===== src/rtl/mcl_stim_pkg.sv =====
// Shared types and helpers for the MCL handshake stimulus controller:
// FSM state and throttle-mode encodings, LFSR reset value, tap mask and step function.
package mcl_stim_pkg;

    typedef enum logic [1:0] {
        IDLE  = 2'd0,
        RUN   = 2'd1,
        DRAIN = 2'd2,
        DONE  = 2'd3
    } stim_state_e;

    typedef enum logic [1:0] {
        THR_NONE = 2'd0,
        THR_PRE  = 2'd1,
        THR_POST = 2'd2,
        THR_BOTH = 2'd3
    } throttle_mode_e;

    localparam logic [15:0] LFSR_RESET = 16'hACE1;

    // Fibonacci taps 16,14,13,11 expressed on a right-shifting register (bits 0,2,3,5)
    localparam logic [15:0] LFSR_TAPS = 16'h002D;

    function automatic logic [15:0] lfsr_next(input logic [15:0] cur);
        return {^(cur & LFSR_TAPS), cur[15:1]};
    endfunction

    function automatic logic [15:0] bit_rev16(input logic [15:0] v);
        logic [15:0] r;
        for (int unsigned i = 0; i < 16; i++) begin
            r[i] = v[15-i];
        end
        return r;
    endfunction

endpackage


===== src/rtl/mcl_ts_fifo.sv =====
// Timestamp FIFO: synchronous, power-of-two depth, fall-through head (rdata valid
// whenever empty is low), synchronous clear for the start of a new run.
module mcl_ts_fifo #(
    parameter int unsigned WIDTH = 32,
    parameter int unsigned DEPTH = 16
) (
    input  logic             clk,
    input  logic             rst_n,
    input  logic             clr,
    input  logic             push,
    input  logic             pop,
    input  logic [WIDTH-1:0] wdata,
    output logic [WIDTH-1:0] rdata,
    output logic             full,
    output logic             empty
);

    localparam int unsigned AW = $clog2(DEPTH);

    logic [WIDTH-1:0] mem [DEPTH];
    logic [AW-1:0]    wr_ptr;
    logic [AW-1:0]    rd_ptr;
    logic [AW:0]      count;
    logic             do_push;
    logic             do_pop;

    assign full    = (count == (AW+1)'(DEPTH));
    assign empty   = (count == '0);
    assign do_pop  = pop & ~empty;
    assign do_push = push & (~full | do_pop);
    assign rdata   = mem[rd_ptr];

    // Pointer and occupancy bookkeeping
    always_ff @(posedge clk or negedge rst_n) begin
        if (!rst_n) begin
            wr_ptr <= '0;
            rd_ptr <= '0;
            count  <= '0;
        end else if (clr) begin
            wr_ptr <= '0;
            rd_ptr <= '0;
            count  <= '0;
        end else begin
            if (do_push) wr_ptr <= wr_ptr + 1'b1;
            if (do_pop)  rd_ptr <= rd_ptr + 1'b1;
            if (do_push && !do_pop)      count <= count + 1'b1;
            else if (do_pop && !do_push) count <= count - 1'b1;
        end
    end

    // Storage array, written on push
    always_ff @(posedge clk) begin
        if (do_push) mem[wr_ptr] <= wdata;
    end

endmodule


===== src/rtl/mcl_hs_stim_ctrl.sv =====
// Stimulus/response controller for avail/get pipelines: issues NUM_SAMPLES words,
// collects results in order, bounds outstanding transactions, measures latency.
// Optional drain watchdog enabled by defining MCL_STIM_TIMEOUT_EN.
module mcl_hs_stim_ctrl
    import mcl_stim_pkg::*;
#(
    parameter int unsigned DATA_W         = 64,
    parameter int unsigned NUM_SAMPLES    = 1024,
    parameter int unsigned IDX_W          = $clog2(NUM_SAMPLES),
    parameter int unsigned MAX_INFLIGHT   = 16,
    parameter int unsigned TS_W           = 32,
    parameter int unsigned TIMEOUT_CYCLES = 4096
) (
    input  logic              clk,
    input  logic              rst_n,
    input  logic              start,
    input  logic [1:0]        throttle_mode,
    input  logic [15:0]       lfsr_seed,
    output logic [IDX_W-1:0]  src_idx,
    input  logic [DATA_W-1:0] src_data,
    output logic              pre_avail,
    input  logic              pre_get,
    output logic [DATA_W-1:0] pre_data,
    input  logic              post_avail,
    output logic              post_get,
    input  logic [DATA_W-1:0] post_data,
    output logic              sink_valid,
    output logic [IDX_W-1:0]  sink_idx,
    output logic [DATA_W-1:0] sink_data,
    output logic [TS_W-1:0]   lat_last,
    output logic [TS_W-1:0]   lat_max,
    output logic              busy,
    output logic              done,
    output logic              err_underflow,
    output logic              err_timeout
);

    localparam int unsigned CNT_W = IDX_W + 1;
    localparam int unsigned INF_W = $clog2(MAX_INFLIGHT) + 1;
    localparam logic [CNT_W-1:0] NUM_C = CNT_W'(NUM_SAMPLES);
    localparam logic [INF_W-1:0] MAX_C = INF_W'(MAX_INFLIGHT);

    stim_state_e       state;
    throttle_mode_e    mode_q;
    logic [15:0]       pre_lfsr;
    logic [15:0]       post_lfsr;
    logic [CNT_W-1:0]  issue_cnt;
    logic [CNT_W-1:0]  collect_cnt;
    logic [INF_W-1:0]  inflight;
    logic [TS_W-1:0]   cycle_cnt;
    logic              pre_avail_q;
    logic              sink_valid_q;
    logic [IDX_W-1:0]  sink_idx_q;
    logic [DATA_W-1:0] sink_data_q;
    logic [TS_W-1:0]   lat_last_q;
    logic [TS_W-1:0]   lat_max_q;
    logic              err_underflow_q;

    logic              busy_c;
    logic              start_ok;
    logic [15:0]       seed_eff;
    logic              pre_gate;
    logic              post_gate;
    logic              pre_xfer;
    logic              post_xfer;
    logic              bypass;
    logic              underflow_ev;
    logic              collect_ev;
    logic              fifo_push;
    logic              fifo_pop;
    logic              fifo_full;
    logic              fifo_empty;
    logic [TS_W-1:0]   fifo_head;
    logic [TS_W-1:0]   ts_sel;
    logic [TS_W-1:0]   lat_now;
    logic [CNT_W-1:0]  issue_nxt;
    logic [INF_W-1:0]  inflight_nxt;
    logic              pre_raise;
    logic              pre_avail_nxt;

    // Handshake qualification, FIFO control and next-state of the counters
    always_comb begin
        busy_c    = (state == RUN) || (state == DRAIN);
        start_ok  = start && ((state == IDLE) || (state == DONE));
        seed_eff  = (lfsr_seed == 16'h0000) ? LFSR_RESET : lfsr_seed;
        pre_gate  = !((mode_q == THR_PRE) || (mode_q == THR_BOTH)) || pre_lfsr[0];
        post_gate = !((mode_q == THR_POST) || (mode_q == THR_BOTH)) || post_lfsr[0];
        pre_xfer  = pre_avail_q && pre_get;
        post_xfer = post_avail && busy_c && post_gate;
        // A word accepted and returned in the same cycle on an empty FIFO never
        // touches storage: its timestamp is the current cycle (latency 0).
        bypass       = pre_xfer && post_xfer && fifo_empty;
        underflow_ev = post_xfer && (inflight == '0) && !pre_xfer;
        collect_ev   = post_xfer && !underflow_ev;
        fifo_push    = pre_xfer && !bypass;
        fifo_pop     = collect_ev && !bypass;
        ts_sel       = bypass ? cycle_cnt : fifo_head;
        lat_now      = cycle_cnt - ts_sel;
        issue_nxt    = issue_cnt + CNT_W'(pre_xfer);
        inflight_nxt = inflight;
        if (pre_xfer && !collect_ev)      inflight_nxt = inflight + 1'b1;
        else if (collect_ev && !pre_xfer) inflight_nxt = inflight - 1'b1;
        pre_raise = (state == RUN) && (issue_nxt < NUM_C) && (inflight_nxt < MAX_C)
                    && !(fifo_full && !fifo_pop) && pre_gate;
        pre_avail_nxt = (pre_avail_q && !pre_get) || pre_raise;
    end

`ifdef MCL_STIM_TIMEOUT_EN
    logic [TS_W-1:0] wd_cnt;
    logic            err_timeout_q;
    assign err_timeout = err_timeout_q;
`else
    assign err_timeout = 1'b0;
`endif

    // Run-control FSM with all registered outputs and counters
    always_ff @(posedge clk or negedge rst_n) begin
        if (!rst_n) begin
            state           <= IDLE;
            mode_q          <= THR_NONE;
            pre_lfsr        <= LFSR_RESET;
            post_lfsr       <= LFSR_RESET;
            issue_cnt       <= '0;
            collect_cnt     <= '0;
            inflight        <= '0;
            cycle_cnt       <= '0;
            pre_avail_q     <= 1'b0;
            sink_valid_q    <= 1'b0;
            sink_idx_q      <= '0;
            sink_data_q     <= '0;
            lat_last_q      <= '0;
            lat_max_q       <= '0;
            err_underflow_q <= 1'b0;
`ifdef MCL_STIM_TIMEOUT_EN
            wd_cnt          <= '0;
            err_timeout_q   <= 1'b0;
`endif
        end else begin
            sink_valid_q <= 1'b0;
            cycle_cnt    <= cycle_cnt + 1'b1;
            unique case (state)
                IDLE, DONE: begin
                    if (start_ok) begin
                        state           <= RUN;
                        mode_q          <= throttle_mode_e'(throttle_mode);
                        pre_lfsr        <= seed_eff;
                        post_lfsr       <= bit_rev16(seed_eff);
                        issue_cnt       <= '0;
                        collect_cnt     <= '0;
                        inflight        <= '0;
                        cycle_cnt       <= '0;
                        lat_last_q      <= '0;
                        lat_max_q       <= '0;
                        err_underflow_q <= 1'b0;
`ifdef MCL_STIM_TIMEOUT_EN
                        wd_cnt          <= '0;
                        err_timeout_q   <= 1'b0;
`endif
                    end
                end
                RUN, DRAIN: begin
                    pre_lfsr    <= lfsr_next(pre_lfsr);
                    post_lfsr   <= lfsr_next(post_lfsr);
                    issue_cnt   <= issue_nxt;
                    inflight    <= inflight_nxt;
                    pre_avail_q <= pre_avail_nxt;
                    if (collect_ev) begin
                        collect_cnt  <= collect_cnt + 1'b1;
                        lat_last_q   <= lat_now;
                        lat_max_q    <= (lat_now > lat_max_q) ? lat_now : lat_max_q;
                        sink_valid_q <= 1'b1;
                        sink_idx_q   <= collect_cnt[IDX_W-1:0];
                        sink_data_q  <= post_data;
                    end
                    if (underflow_ev) err_underflow_q <= 1'b1;
                    if ((state == RUN) && (issue_cnt == NUM_C))     state <= DRAIN;
                    if ((state == DRAIN) && (collect_cnt == NUM_C)) state <= DONE;
`ifdef MCL_STIM_TIMEOUT_EN
                    if (post_xfer || (inflight == '0)) begin
                        wd_cnt <= '0;
                    end else begin
                        wd_cnt <= wd_cnt + 1'b1;
                        if (wd_cnt == TS_W'(TIMEOUT_CYCLES - 1)) begin
                            err_timeout_q <= 1'b1;
                            pre_avail_q   <= 1'b0;
                            state         <= DONE;
                        end
                    end
`endif
                end
                default: state <= IDLE;
            endcase
        end
    end

    mcl_ts_fifo #(
        .WIDTH (TS_W),
        .DEPTH (MAX_INFLIGHT)
    ) u_ts_fifo (
        .clk   (clk),
        .rst_n (rst_n),
        .clr   (start_ok),
        .push  (fifo_push),
        .pop   (fifo_pop),
        .wdata (cycle_cnt),
        .rdata (fifo_head),
        .full  (fifo_full),
        .empty (fifo_empty)
    );

    assign src_idx       = issue_cnt[IDX_W-1:0];
    assign pre_data      = src_data;
    assign pre_avail     = pre_avail_q;
    assign post_get      = busy_c && post_gate;
    assign sink_valid    = sink_valid_q;
    assign sink_idx      = sink_idx_q;
    assign sink_data     = sink_data_q;
    assign lat_last      = lat_last_q;
    assign lat_max       = lat_max_q;
    assign busy          = busy_c;
    assign done          = (state == DONE);
    assign err_underflow = err_underflow_q;

endmodule


===== config.mk =====
export PLATFORM = sky130hd
export DESIGN_NAME = mcl_hs_stim_ctrl
export DESIGN_NICKNAME = d
export VERILOG_FILES = /design/src/rtl/mcl_stim_pkg.sv /design/src/rtl/mcl_ts_fifo.sv /design/src/rtl/mcl_hs_stim_ctrl.sv
export SDC_FILE = /design/constraint.sdc
export NUM_CORES = 1
export LEC_CHECK = 0
export CORE_MARGIN = 2
export CORE_UTILIZATION = 45
export CTS_CLUSTER_DIAMETER = 50
export DETAILED_ROUTE_END_ITERATION = 16
export PLACE_DENSITY = 0.73
export RECOVER_POWER = 50
export SLEW_MARGIN = 0
export SYNTH_ARGS = -nofsm -noshare
export SYNTH_HDL_FRONTEND = slang
export SYNTH_SLANG_ARGS = --single-unit

===== constraint.sdc =====
create_clock -name clk -period 9 [get_ports clk]
set_clock_uncertainty 0.2 [all_clocks]
set_input_delay 1.35 -clock clk [delete_from_list [all_inputs] [get_ports clk]]
set_output_delay 1.35 -clock clk [all_outputs]
set_load 0.03 [all_outputs]

==> impl_results.md <==
- Reg clk slew, reported paths: 0.06 ns
- Sw Pwr: 0.00394 W
- Status: complete, but fails checks
- Worst Hold Launch: sink_data[24]
- Pre-CTS setup slack: 0.286 ns
- Setup tns final: 0 ns
- Synth top area share: 45.6%
- Seq pwr share: 39.9%
- Syn Std Cell Area: 33700 sq um
- Detailed placer's ending HPWL: 59.2 mm
- Final WL: 91.8 mm
- IO Count: 370
- Highest clock rate: 122 MHz
- RSZ-0062 raised after global routing: false
- Max-Cap Viols: 4
- Pins Over Slew Limit: 321
- CP startpoint kind: primary input
- Layout cells sized above 1: 13.9%
- Routed Antenna Nets: 0
- Vias in the first global route: 20816
- Commonest non-fill, non-tap cells in the layout: edfxtp_1, nand2_1, clkdlybuf4s50_1, dfrtp_1, mux4_2
- Clock Latency Late Sink: 0.64 ns
- Die extent in y: 278 microns
- Crit Path Class: in2reg
- Largest net degree at the start of global routing: 122
- Hold-fix buffers, CTS: 0
- # clock sinks: 761
- Crit share post-route: 91.1%
- Util after Layout: 52.8%
- Crit path max fanout: 42
- FILL cells: 5857
- Cell Pwr Density: 294 nW/um^2
- Mapped Cells: 2343
- Worst hold path class: reg2reg
- DR WL/cell: 25.9 microns
- Vias post-DR: 20798
- Gpl congestion: 0.945
- Cts bufs inserted: 80
- Warnings from Yosys: 0
- Post-cts gate resize count: 0
- Violations in the final reports: max-capacitance violations, max-slew violations
- Core ar.: 74300 sq um
- Rows: 100
- Peak supply drop: 0.175 mV
- Synth top area cells: edfxtp_1, dfrtp_1, mux4_2, nand2_1, ha_1
- CP endpoint kind: flip-flop
- Area Growth Syn to Fin: 16.6%
- R2R depth: 21
- Worst-Margin Slew: 6.49 ns
- Most used DFF post-synth: edfxtp_1
- Gr usage total: 23.6%
- Post-synth top area cell: edfxtp_1
- Sequential share of the synthesized area: 64.2%
- CTS tree: done
- Synth Register Bits: 761
- Final WS setup: 0.797 ns
- Initial antenna violation count: 0
- Slew HR: -332%
- Clk root buf: clkbuf_16
- Worst Hold Path Cells: 2
- Die area: 77100 sq um
- Clock Power Share: 28.2%
- Post-route DRC: 0
- Vias per cell: 5.87
- First-pass GRT wire length: 136 mm
- H-tree levels: 3
- Mapped Avg Cell Area: 14.4 sq um
- Comb pwr share: 31.8%
- Mapped Nets: 2579
- P_leak: 14.9 nW
- Reg2reg end: lat_max[16]
- Total power draw: 0.0116 W
- Clock Tree Buf Depth: 3
- P_int: 0.00762 W
- Post-synthesis async set-or-reset flop share: 32.7%
- Commonest non-fill, non-tap cell in the layout: edfxtp_1
- Library cells used by synthesis: 72
- Nets: 2747
- IO Port Bufs: 240
- FF-to-FF setup slack: 1.12 ns
- Grt total ovfl: 0
- Final hold violation count: 0
- Initial Util: 45.3%
- Worst Path Arrival: 8.51 ns
- DR pass1 iterations: 5
- Area of the multi-input gates: 10800 sq um
- Switching share of power: 34.1%
- EDFF count, synth: 512
- Post-CTS Setup Bufs: 0
- DRT iter0 DRCs: 1836
- Die extent in x: 278 microns
- FF+latch area: 21600 sq um
- Hold path endpoint: sink_data[24]
- Critical Path RT: 9.31 ns
- Final setup fails: 0
- Post-route minimum period: 8.20 ns
- Diode count: 0
- R2R Path Start: u_ts_fifo.rd_ptr[0]
## cell usage after synthesis, types with 10 or more instances
| cell type | n |
|---|---|
| a211oi_1 | 10 |
| a21o_1 | 25 |
| a21oi_1 | 73 |
| and2_1 | 23 |
| and3_1 | 24 |
| buf_1 | 23 |
| buf_4 | 75 |
| clkbuf_1 | 82 |
| dfrtp_1 | 233 |
| dfstp_2 | 16 |
| edfxtp_1 | 512 |
| ha_1 | 83 |
| inv_1 | 85 |
| mux2i_1 | 65 |
| mux4_2 | 158 |
| nand2_1 | 326 |
| nand3_1 | 64 |
| nand4_1 | 23 |
| nor2_1 | 105 |
| nor3_1 | 17 |
| o21ai_0 | 50 |
| o21ai_1 | 25 |
| o221ai_1 | 17 |
| o31ai_1 | 14 |
| xnor2_1 | 40 |
| xor2_1 | 45 |
## final cells by class
type / count / area share, %
multi-input cells: 1304 / 27.4
well taps: 969 / 3.09
flip-flops and latches: 761 / 55.1
clock inverters: 35 / 0.800
repair buffers: 277 / 6.90
inverters: 87 / 0.838
clock buffers: 113 / 5.89
## flip-flops by register name, indices dropped and copies added, names as in the netlist
name / cells
pre_lfsr: 16
sink_idx: 10
sink_valid: 1
state: 2
issue_cnt: 11
u_ts_fifo.rd_ptr: 4
u_ts_fifo.wr_ptr: 4
inflight: 5
u_ts_fifo.mem: 512
err_underflow: 1
collect_cnt: 11
lat_last: 32
cycle_cnt: 32
u_ts_fifo.count: 5
sink_data: 64
pre_avail: 1
post_lfsr: 16
mode_q: 2
lat_max: 32
## worst max path at each step
stage | start | cells past startpoint | slack, ns | end
after detailed placement | post_avail | 24 | 0.29 | lat_max[16]
after floorplan | post_avail | 24 | 1.74 | lat_max[19]
final | post_avail | 24 | 0.80 | lat_max[16]
after CTS | post_avail | 24 | 0.90 | lat_max[16]
after global placement | post_avail | 24 | 0.35 | lat_max[16]
after global routing | rst_n | 2 | 0.14 | u_ts_fifo.rd_ptr[1]
## stage by stage
stage | cell area, sq um | cells | hold slack, ns
5_1_grt | 39300 | 3546 | 0.297
2_1_floorplan | 33700 | 2343 | 0.248
4_1_cts | 39300 | 3546 | 0.276
6_report | 39300 | 3546 | 0.272
3_3_place_gp | 36700 | 3398 | 0.258
3_5_place_dp | 36700 | 3398 | 0.262
## power by group through the flow
stage	logic (W)	clock network (W)	registers (W)
finish	0.00368	0.00326	0.00462
global route	0.00396	0.00345	0.00467
CTS	0.00366	0.00331	0.00461
detailed placement	0.00363	0	0.00468
global placement	0.00355	0	0.00465
floorplan	0.00192	0	0.00504
## cell families after synthesis
family	synth area share [%]
DFF	64.2
adders and majority gates	3.20
buffers and inverters	4.01
other	0.0111
muxes	13.0
AOI/OAI and AO/OA	5.09
and+or+nand+nor	8.28
xor gates and xnor gates	2.21
## metal layers
layer / share of wire (%) / GRT usage [%] / up-vias / wire length (microns)
met4: 5.4 / 12.6 / 0 / 4970
li1: - / - / 8978 / -
met1: 37 / 28.5 / 10631 / 33800
met5: 0 / 0 / - / 0
met2: 49 / 38.8 / 1010 / 44600
met3: 9.2 / 6.61 / 179 / 8450
## worst max-delay path: stages
cell and delay (ns):
clkdlybuf4s50_1 0.48, inv_1 0.05, a211oi_1 0.29, buf_4 0.21, nand3_2 0.51, mux2i_1 0.35, ha_1 0.35, a2111oi_0 0.69
o31a_1 0.24, a21oi_1 0.07, o211ai_1 0.20, o2111ai_1 0.17, a2111oi_1 0.53, o21ai_1 0.19, and2_1 0.17, ha_1 0.29
nand4_1 0.15, nand4bb_1 0.31, or4_1 0.60, a21oi_1 0.15, nor3_1 0.09, a21oi_4 0.14, buf_4 0.49, mux2_2 0.40
(Power assumes the default switching activity.)
